--- src/rtl/cpu_pkg.sv ---
// Shared definitions for the fetch front end: queue FSM states and the
// layout of one buffered instruction entry.
package cpu_pkg;

  localparam int INS_W = 32;
  localparam int PC_W  = 32;

  typedef enum logic [1:0] {
    FQ_IDLE   = 2'd0,
    FQ_WAIT   = 2'd1,
    FQ_SQUASH = 2'd2
  } fq_state_t;

  typedef struct packed {
    logic [PC_W-1:0]  pc;
    logic [INS_W-1:0] ins;
  } fq_entry_t;

endpackage

--- src/rtl/fq_buffer.sv ---
// Circular store of {pc, ins} entries with push, pop and flush.
// The head is read out combinationally and forced to zero when empty.
module fq_buffer
  import cpu_pkg::*;
#(
  parameter int DEPTH = 4
) (
  input  logic                    clk,
  input  logic                    rstd,
  input  logic                    flush,
  input  logic                    push,
  input  logic [PC_W-1:0]         push_pc,
  input  logic [INS_W-1:0]        push_ins,
  input  logic                    pop,
  output logic [PC_W-1:0]         head_pc,
  output logic [INS_W-1:0]        head_ins,
  output logic [$clog2(DEPTH):0]  count
);

  localparam int PW = $clog2(DEPTH);
  localparam int CW = PW + 1;

  fq_entry_t mem [DEPTH];

  logic [PW-1:0] wr_ptr;
  logic [PW-1:0] rd_ptr;
  logic          do_push;
  logic          do_pop;

  // A pop on an empty queue is dropped so count can never underflow.
  assign do_push = push && !flush;
  assign do_pop  = pop && !flush && (count != '0);

  always_ff @(posedge clk) begin
    if (rstd || flush) begin
      wr_ptr <= '0;
      rd_ptr <= '0;
      count  <= '0;
    end else begin
      if (do_push) begin
        wr_ptr <= wr_ptr + PW'(1);
      end
      if (do_pop) begin
        rd_ptr <= rd_ptr + PW'(1);
      end
      count <= count + CW'(do_push) - CW'(do_pop);
    end
  end

  always_ff @(posedge clk) begin
    if (do_push && !rstd) begin
      mem[wr_ptr].pc  <= push_pc;
      mem[wr_ptr].ins <= push_ins;
    end
  end

  assign head_pc  = (count != '0) ? mem[rd_ptr].pc  : '0;
  assign head_ins = (count != '0) ? mem[rd_ptr].ins : '0;

  // Upstream flow control only requests with room left, so this must never fire.
  a_no_push_when_full: assert property (
    @(posedge clk) disable iff (rstd) do_push |-> (count != CW'(DEPTH))
  );

endmodule

--- src/rtl/fetch_queue.sv ---
// Instruction prefetch queue: fetches sequential words over a req/ack port,
// buffers them with their PCs and flushes/restarts on a redirect.
module fetch_queue
  import cpu_pkg::*;
#(
  parameter int DEPTH = 4,
  parameter int AW    = 8
) (
  input  logic                   clk,
  input  logic                   rstd,
  output logic                   imem_req,
  output logic [AW-1:0]          imem_addr,
  input  logic                   imem_ack,
  input  logic [31:0]            imem_data,
  input  logic                   deq,
  input  logic                   redirect,
  input  logic [31:0]            redirect_pc,
  output logic [31:0]            ins,
  output logic [31:0]            ins_pc,
  output logic                   ins_valid,
  output logic [$clog2(DEPTH):0] count
);

  localparam int CW = $clog2(DEPTH) + 1;
  localparam logic [CW-1:0] FULL = CW'(DEPTH);

  fq_state_t       state;
  logic [PC_W-1:0] fetch_pc;
  logic [PC_W-1:0] fetch_pc_inc;
  logic            push;
  logic            pop;
  logic            pop_eff;
  logic [CW-1:0]   next_count;

  assign fetch_pc_inc = fetch_pc + 32'd1;
  assign push         = (state == FQ_WAIT) && imem_ack && !redirect;
  assign pop          = deq && !redirect;
  assign pop_eff      = pop && (count != '0);
  assign next_count   = count + CW'(push) - CW'(pop_eff);

  fq_buffer #(
    .DEPTH (DEPTH)
  ) u_buffer (
    .clk      (clk),
    .rstd     (rstd),
    .flush    (redirect),
    .push     (push),
    .push_pc  (fetch_pc),
    .push_ins (imem_data),
    .pop      (pop),
    .head_pc  (ins_pc),
    .head_ins (ins),
    .count    (count)
  );

  assign ins_valid = (count != '0);

  // imem_addr is only reloaded when a fresh request starts, so an outstanding
  // request cut short by a redirect keeps its stale address during SQUASH.
  always_ff @(posedge clk) begin
    if (rstd) begin
      state     <= FQ_IDLE;
      fetch_pc  <= '0;
      imem_req  <= 1'b0;
      imem_addr <= '0;
    end else if (redirect) begin
      fetch_pc <= redirect_pc;
      if ((state == FQ_WAIT || state == FQ_SQUASH) && !imem_ack) begin
        state    <= FQ_SQUASH;
        imem_req <= 1'b1;
      end else begin
        state    <= FQ_IDLE;
        imem_req <= 1'b0;
      end
    end else begin
      case (state)
        FQ_IDLE: begin
          if (count < FULL) begin
            state     <= FQ_WAIT;
            imem_req  <= 1'b1;
            imem_addr <= fetch_pc[AW-1:0];
          end
        end
        FQ_WAIT: begin
          if (imem_ack) begin
            fetch_pc <= fetch_pc_inc;
            if (next_count < FULL) begin
              imem_addr <= fetch_pc_inc[AW-1:0];
            end else begin
              state    <= FQ_IDLE;
              imem_req <= 1'b0;
            end
          end
        end
        FQ_SQUASH: begin
          if (imem_ack) begin
            state    <= FQ_IDLE;
            imem_req <= 1'b0;
          end
        end
        default: begin
          state    <= FQ_IDLE;
          imem_req <= 1'b0;
        end
      endcase
    end
  end

endmodule

--- config.mk ---
export PLATFORM = sky130hd
export DESIGN_NAME = fetch_queue
export DESIGN_NICKNAME = d
export VERILOG_FILES = /design/src/rtl/cpu_pkg.sv /design/src/rtl/fq_buffer.sv /design/src/rtl/fetch_queue.sv
export SDC_FILE = /design/constraint.sdc
export NUM_CORES = 1
export LEC_CHECK = 0
export BUFFER_PORTS_ARGS = -buffer_cell sky130_fd_sc_hd__buf_2
export CAP_MARGIN = 0
export CORE_MARGIN = 2
export CORE_UTILIZATION = 45
export DETAILED_ROUTE_END_ITERATION = 8
export PLACE_DENSITY_LB_ADDON = 0.1
export SLEW_MARGIN = 40
export SYNTH_ARGS = -nofsm -noshare
export SYNTH_HDL_FRONTEND = slang
export SYNTH_HIERARCHICAL = 1
export SYNTH_SLANG_ARGS = --single-unit
--- constraint.sdc ---
create_clock -name clk -period 3.4 [get_ports clk]
set_clock_uncertainty 0.2 [all_clocks]
set_input_delay 0.51 -clock clk [delete_from_list [all_inputs] [get_ports clk]]
set_output_delay 0.51 -clock clk [all_outputs]
set_load 0.02 [all_outputs]
# == After elaboration in Yosys (flattened, before gate mapping) ==
# Memory sizes are Yosys's and may differ from the RTL's. A register that Yosys moved wholly into a read port is not among the register bits.
# Index checks and enable logic that the tools add are counted.
# op_classes
bitwise,1
n_reduce_logical,22
mux,27
magnitude_cmp,2
eq_ne,9
n_addsub,7
# op_table
cell,n
$mux W32,5
$add A32 B1 Y32 const B,1
$mux W8,3
$mux W2,8
$pmux W8 S2,1
$ne A3 B3 Y1 const B,4
$logic_and A1 B1 Y1,9
$mux W1,8
$add A3 B1 Y3,2
$lt A3 B3 Y1 const B,2
$pmux W2 S3,1
$reduce_bool A2 Y1,3
$sub A3 B1 Y3,2
$reduce_and A5 Y1,1
$add A2 B1 Y2 const B,2
$ne A2 B2 Y1 const B,2
$reduce_and A4 Y1,1
$logic_not A1 Y1,3
$pmux W1 S3,1
$reduce_bool A3 Y1,1
$eq A2 B1 Y1 const B,1
$eq A2 B2 Y1 const B,1
$logic_not A2 Y1,1
$logic_or A1 B1 Y1,2
other kinds (3),3
# word_totals
out_inout_bits,77
inputBits,69
memories,1
word_cells,76
ram_bits,256
ff_bits,50
# memory_table
memory,words,word_bits,rd,rd_ports_with_merged_regs,write_ports,line,source
u_buffer.mem,4,64,1,1,1,fq_buffer.sv:23,fq_entry_t mem [DEPTH];

# == Depth between registers and ports, before layout ==
# Gate-level depths: netlist of the first run.
# depth
word_depth,10
ltp_mapped,15
depth_no_buf,13

# == Cells and area by module ==
# The synthesis of the first run kept the hierarchy.
# modules_own_cells
mod,cells_per_inst,n_inst,area_each_um2,seq_area_each_um2
fq_buffer,453,1,10228.6,7867.5
fetch_queue,312,1,2552.4,860.8

# == Worst setup path after synthesis of the first run ==
# OpenSTA, ideal clock, no wires.
# synth_timing
kind,input port to flip-flop
startpoint,in redirect
endpoint,mem u_buffer/mem[0][0] in the netlist's numbering (enable)
setup_slack_ps,-89
n_path_buf,2
arrival_time_ps,2860
required_time_ps,2771
setup_ps,429
cell_stages,4
path_cell_list,clkbuf_1 -> buf_1 -> nor2_1 -> and3_1
# synth_via
elab_chain_cells,6
# synth_rtl
element,line,source
start: declaration,fetch_queue.sv:16,"input logic redirect,"
$logic_not A1 Y1,fetch_queue.sv:36,assign push = (state == FQ_WAIT) && imem_ack && !redirect;
$logic_and A1 B1 Y1,fetch_queue.sv:36,
via push,fetch_queue.sv:30,logic push;
$logic_and A1 B1 Y1,fq_buffer.sv:31,assign do_push = push && !flush;
$logic_and A1 B1 Y1,fq_buffer.sv:51,if (do_push && !rstd) begin
$mux W1,fq_buffer.sv:51,
$mux W1 (not written as such),fq_buffer.sv:53,mem[wr_ptr].ins <= push_ins;
end: declaration,fq_buffer.sv:23,
# The timed path passes the listed nets, and every way through them passes these cells.

# == Final worst setup path of the first run ==
# layout_timing
startpoint,reg u_buffer.count[1]
endpoint,reg imem_addr[2]
# layout_via
elab_chain_cells,6
word_cells_on_any_way,9
classes_between,2 x add/sub; 2 x order compare; 2 x eq/ne; 3 x reduce/logical
# layout_rtl
element,line,source
start: declaration,fq_buffer.sv:17,output logic [$clog2(DEPTH):0] count
start signal: assignment,fq_buffer.sv:46,count <= count + CW'(do_push) - CW'(do_pop);
"parallel branches: the longest is 5 deep, another holds $add A3 B1 Y3",n/a,
$reduce_and A5 Y1 (no source line) *,n/a,
end signal: assignment,fetch_queue.sv:81,imem_addr <= fetch_pc[AW-1:0];
end signal: assignment,fetch_queue.sv:88,imem_addr <= fetch_pc_inc[AW-1:0];
end: declaration,fetch_queue.sv:12,"output logic [AW-1:0] imem_addr,"
# Mark *: on every way between the ends.
# A chain may end at the register's enable or synchronous reset.

==> run metrics, run 1 <==
most common cell after layout, fill and taps aside=edfxtp_1; CP required=3.65 ns; setup bufs post-CTS=0; R2R Setup Slk=0.22 ns; layout cells sized above 1=30.01%; Worst Setup End Kind=flip-flop; Initial Util=45.88%; Mapped Area=12780 um^2; PD cells=516.6 nW/um^2; vias in the first global route=7626; post-cts resize count=0; most frequent cells in the layout=edfxtp_1, buf_2, and2_1; critical-path cell list=or3_2 -> and2_1 -> ha_1 -> inv_1 -> ha_1 -> and3b_1 -> or4b_4 -> a31oi_4 -> nor2_1 -> a211oi_1; Final Max Slew Viols=0; slowest CP cell=or4b_4; chip width=172.5 um; Synth Area in XOR/XNOR=2.584%; DR WL/cell=20.03 um; CTS Hold Bufs=37; dominant synthesized flop cell=edfxtp_1; # fillers=2202; Largest delay share family, worst path=simple AND/OR/NAND/NOR gates; Ports=146; Avg Inst Size Synth=16.71 um^2; Core Area=27860 um^2; Max Clk Rate=314.1 MHz; final setup violation count=0; post-detail-place hpwl=16940 um; crit path kind=flip-flop to flip-flop; RSZ-0062 raised after global routing=no; CTS tree=yes; Final Non-Filler Cells=1361; count of final hold-check violations=0; CP arrival=3.44 ns; Detail Route Antenna Nets=0; PnR worst setup slack=0.2164 ns; FF-to-FF Start=u_buffer/count[1]$_SDFF_PP0_; Total Neg Setup Slack=0 ns; Root Buffer Master=clkbuf_16; Place WS=0.2271 ns; # Max-Cap Violations=0; row count=61; final worst-path cycle share=93.63%; largest net degree at the start of global routing=65; Synthesis Warnings=6; startpoint of the worst hold path=redirect_pc[1]; total CTS buffers=31; H-tree depth=1; Vias=7291; Synth Area in Compound Gates=3.475%; adder-cell share of the synthesized area=1.331%; FF+latch count, synth=308; dpl cells=1267; iteration-0 DRC count of the detailed router=458; worst-margin pin slew=0.6666 ns; fin nets=1041; Yosys cell types=58; Async SR Flop Fraction=0%; TritonRoute pass-1 iters=5; Die Height=172.5 um; Slew headroom=55.56%; maximum vdd drop=0.0003557 V; clock sinks=308; syn nets=847; Final min period=3.184 ns; number of flops mapped to enable cells by yosys=256; fin util=55.33%; Port-buffer cells=145; Clock Path Buffers=3; Synth Area in Simple Gates=9.339%; Worst Setup SP=u_buffer/count[1]$_SDFF_PP0_; Post-DP Area=13980 um^2; final WL=27260 um; Buf/Inv on CP=1; main combinational cell family by area after synthesis=multiplexers; Die ar.=29770 um^2; Post-Syn Instances=765; antenna fix cells=0; grt ovf=0; worst-skew pair later-pin latency=0.54 ns; Overall Global Routing Usage=18.22%; CP max FO=14; DRC=0; first-pass GRT wire length=42790 um; Avg Vias per Cell=5.357; Top cell by count, worst path=ha_1; CP peak stage delay=0.55 ns; clk slew on worst S/H paths=0.06 ns; post-synthesis mux area share=12.21%; Hold Path Class=input port to flip-flop; Area Overhead vs Synth=20.60%; design area=15410 um^2; Pleak=0.005363 uW; outcome=complete, no violations; Startpoint Class=flip-flop; sequential share of the synthesized area=68.29%; initial antenna violation count=0; RePlAce Congestion=0.8128
-- cells in the mapped netlist, types with 12 or more instances --
cell type	number	area (um^2)
a211oi_1	14	105.1
a21oi_1	17	85.08
and2_1	70	437.9
clkbuf_1	19	71.32
dfxtp_1	52	1041
edfxtp_1	256	7687
ha_1	12	150.1
inv_1	16	60.06
mux4_2	60	1351
nand2_1	32	120.1
nor2_1	39	146.4
nor3_1	17	85.08
xnor2_1	25	219.0
-- layer usage --
metal  vias to the layer above  routed length, um  GRT usage, %
li1                       3369                  -             -
met1                      3669              12350         25.65
met2                       215              13100         30.09
met3                        38               1317         2.748
met4                         0                486         4.487
met5                         -                  0             0
-- worst reg2reg max path, delay by kind of cell, from the launching register on --
kind | cells | cell delay, ns
AOI/OAI and AO/OA | 2 | 0.65
and+or+nand+nor | 5 | 1.48
DFF | 1 | 0.32
buffers and inverters | 1 | 0.05
adders and majority gates | 2 | 0.38
-- registers in the layout (all words and copies together), names as in the netlist, named ones only --
register and flops:
imem_addr 8, fetch_pc 32, u_buffer/wr_ptr 2, u_buffer/mem 256, u_buffer/rd_ptr 2, u_buffer/count 3, state 2, imem_req 1
-- cells by family after synthesis --
logic type	count (synthesis)
compound gates	61
xor+xnor	36
fa+ha+maj	13
buf+inv	58
flops	308
mux	74
simple gates	215
-- layout make-up --
class                   instances  area, um^2  share of cell area [%]
clock buffers                  33       783.3                   5.082
clock inverters                24       275.3                   1.786
inverters                      16       60.06                  0.3896
multi-input cells             399        3720                   24.13
flip-flops and latches        308        8736                   56.68
well taps                     378       473.0                   3.068
repair buffers                203        1366                   8.864
-- worst paths after layout --
check,endpoint,cells after the start
max,imem_addr[2]$_SDFFE_PP0P_,10
min,fetch_pc[1]$_SDFFE_PP0P_,3
max reg2reg,imem_addr[2]$_SDFFE_PP0P_,10
min reg2reg,imem_addr[3]$_SDFFE_PP0P_,2
-- power breakdown --
group          total [uW]  internal, uW  switching (uW)  leakage [uW]
registers            4190          4130            66.1       0.00276
clock network        3480          2120            1370      0.000510
logic                 289           131             158       0.00209
total                7960          6370            1590       0.00536
-- metrics by stage --
| step | total power [uW] | hold WS [ns] |
|---|---|---|
| floorplan | 4398 | 0.2548 |
| global placement | 4510 | 0.2634 |
| detailed placement | 4525 | 0.3058 |
| CTS | 8048 | 0.0004469 |
| global route | 8231 | 0.01261 |
| finish | 7963 | 0.02218 |
(Power assumes the default switching activity.)
==> run 2: changes to the inputs <==
--- a/config.mk
+++ b/config.mk
@@ -5,12 +5,14 @@
 export SDC_FILE = /design/constraint.sdc
 export NUM_CORES = 1
 export LEC_CHECK = 0
+export ABC_AREA = 1
 export BUFFER_PORTS_ARGS = -buffer_cell sky130_fd_sc_hd__buf_2
 export CAP_MARGIN = 0
 export CORE_MARGIN = 2
-export CORE_UTILIZATION = 45
+export CORE_UTILIZATION = 30
 export DETAILED_ROUTE_END_ITERATION = 8
 export PLACE_DENSITY_LB_ADDON = 0.1
+export SKIP_CTS_REPAIR_TIMING = 1
 export SLEW_MARGIN = 40
 export SYNTH_ARGS = -nofsm -noshare
 export SYNTH_HDL_FRONTEND = slang
==> run 2 against run 1 <==
  * Cell count is 60% higher
  * Sequential power hardly changed
  * Total power is 3.1% higher
  * Combinational power is 11% higher
  * Via count is 35% higher
  * Synthesized cell count is 79% higher
  * Die area is 58% higher
  * First-iteration DRC count is 14% higher
==> run metrics, run 2 <==
outcome=complete, no violations; grt ovf=0 (unchanged); clock sinks=308 (unchanged); Vias=9865 (+35%); R2R Setup Slk=0.70 ns (+0.48 ns); Final min period=3.145 ns (-0.03903 ns); max reg flops=256 (unchanged); Avg Vias per Cell=4.531 (-15%); layout cells sized above 1=16.68% (-13 points); largest net degree at the start of global routing=69 (+6.2%); H-tree depth=2 (+1); antenna fix cells=0 (unchanged); CP required=2.69 ns (-0.96 ns); Port-buffer cells=145 (unchanged); Worst Setup End Kind=output pin; commonest cells in the netlist=nand2_1, edfxtp_1, nor2_1, a21oi_1, o21ai_0; final WL=36950 um (+36%); Slew headroom=59.86% (+4.3 points); final setup violation count=0 (unchanged); area leader, netlist=edfxtp_1; maximum vdd drop=0.0002938 V (-17%); worst-margin pin slew=0.6021 ns (-0.06457 ns); Die Height=217.1 um (+26%); # Max-Cap Violations=0 (unchanged); clk slew on worst S/H paths=0.06 ns (about the same); Hold Path End=fetch_pc[2]$_SDFFE_PP0P_; post-detail-place hpwl=22610 um (+33%); CP arrival=2.43 ns (-1.01 ns); WHS=0.05665 ns (+0.03446 ns); fin util=36.57% (-19 points); row count=78 (+28%); # fillers=4601 (+110%); TritonRoute pass-1 iters=5 (unchanged); first-pass GRT wire length=56230 um (+31%); sequential share of the synthesized area=64.08% (-4.2 points); vias in the first global route=9622 (+26%); Async SR Flop Fraction=0% (unchanged); worst-skew pair later-pin latency=0.54 ns (about the same); Reg area=8732 um^2 (about the same); Synth top area share=56.43% (-3.7 points); most common cell in the synthesized netlist=nand2_1; DR WL/cell=16.97 um (-15%); iteration-0 DRC count of the detailed router=520 (+14%); reg2reg path depth=8 (-2); fin nets=1632 (+57%); Critical R2R Capture=u_buffer/mem[3][34]$_DFFE_PP_; largest registers=u_buffer/mem: 256 flops, fetch_pc: 32 flops, imem_addr: 8 flops; number of flops mapped to enable cells by yosys=256 (unchanged); Clock Path Buffers=3 (unchanged); Post-Syn Instances=1373 (+79%); Core Area=45090 um^2 (+62%); CP max FO=54 (+40); initial antenna violation count=0 (unchanged); Startpoint Class=flip-flop; Detail Route Antenna Nets=0 (unchanged); chip width=217.1 um (+26%); Max Clk Rate=318.0 MHz (+1.2%); Pleak=0.006473 uW (+21%); RePlAce Congestion=0.7898 (-2.8%); count of final hold-check violations=0 (unchanged); Yosys cell types=40 (-31%); register bank with the most flops=u_buffer/mem; Overall Global Routing Usage=15.60% (-2.6 points); Hold Path Class=input port to flip-flop; Die ar.=47130 um^2 (+58%); DRC=0 (unchanged); top post-synthesis cells by area=edfxtp_1, nand2_1, dfxtp_1; FF-to-FF Start=state[1]$_SDFFE_PP0P_; Ports=146 (unchanged); Root Buffer Master=clkbuf_16; Area Overhead vs Synth=21.06%; syn nets=1455 (+72%); most frequent cells in the layout=nand2_1, edfxtp_1, nor2_1; crit path kind=flip-flop to output pin; RSZ-0062 raised after global routing=no; final worst-path cycle share=92.49% (-1.1 points); Initial Util=30.21% (-16 points); FF+latch count, synth=308 (unchanged); Avg Inst Size Synth=9.921 um^2 (-41%); startpoint of the worst hold path=redirect_pc[2]; most common cell after layout, fill and taps aside=nand2_1; Synthesis Warnings=6 (unchanged); total CTS buffers=37 (+19%); hold path depth=3 (unchanged); PD cells=497.9 nW/um^2 (-3.6%); CTS tree=yes; Mapped Area=13620 um^2 (+6.6%); area of the multi-input gates=4238 um^2 (+14%); dominant synthesized flop cell=edfxtp_1; Final Max Slew Viols=0 (unchanged)
## run 2: cell types whose count changed after synthesis, sizes merged, moves of 27 or more
cell	change
and2	-69
buf	+27
nand3	+33
mux4	-64
o21ai	+81
nor2	+167
nand2	+397
a21oi	+81
inv	+62
## run 2: kinds of logic after synthesis
kind of cell / synth area share, %
AND/OR/NAND/NOR: 20.74
XOR/XNOR: 0.9002
AO/OA/AOI/OAI: 8.000
adder cells (fa/ha/maj): 1.249
flip-flops: 64.08
buffers and inverters: 5.034
## run 2: worst max-delay path by stage
stage	startpoint	endpoint	slack (ns)	depth (start not counted)
3_3_place_gp	imem_ack	u_buffer/mem[3][59]$_DFFE_PP_	0.59	7
2_1_floorplan	state[1]$_SDFFE_PP0P_	u_buffer/mem[0][0]$_DFFE_PP_	-0.19	7
6_report	flip-flop	ins[12]	0.26	7
4_1_cts	flip-flop	ins[2]	0.15	7
3_5_place_dp	imem_ack	u_buffer/mem[3][59]$_DFFE_PP_	0.54	7
5_1_grt	flip-flop	ins[17]	0.03	7
## run 2: power breakdown
group          switching (uW)  total, uW  internal, uW
Combinational             192        321           128
Sequential               73.0       4200          4120
Clock                    1500       3690          2190
Total                    1760       8210          6450
## run 2: cell type report
class,instances,share of cell area [%]
timing repair buffer,202,8.164
sequential,308,52.95
clock buffer,53,6.297
tap,600,4.552
multi-input combinational,923,25.70
inverter,78,1.806
clock inverter,13,0.5311
## run 2: layer usage
| metal | wire, um | track usage, % | part of all wire, % |
|---|---|---|---|
| met4 | 1047 | 5.320 | 2.8 |
| met2 | 16890 | 24.93 | 46 |
| met1 | 17270 | 21.18 | 47 |
| met3 | 1755 | 3.061 | 4.7 |
| met5 | 0 | 0 | 0 |
## run 2: critical path, cell delays in order (launching register included)
cell	delay (ns)
dfxtp_4	0.45
inv_4	0.49
buf_12	0.30
nand2_1	0.07
nand2_1	0.06
nand2_1	0.04
a21oi_1	0.24
buf_2	0.21
## run 2: per-stage QoR
step	power [uW]	cell area (um^2)	TNS (ns)	cells	setup WS, ns
2_1_floorplan	4415	13630	-48.44	1373	-0.1892
3_3_place_gp	4566	15040	0	2079	0.5897
3_5_place_dp	4567	15040	0	2079	0.5354
4_1_cts	8322	16170	0	2145	0.1541
5_1_grt	8524	16490	0	2177	0.02779
6_report	8210	16490	0	2177	0.2554
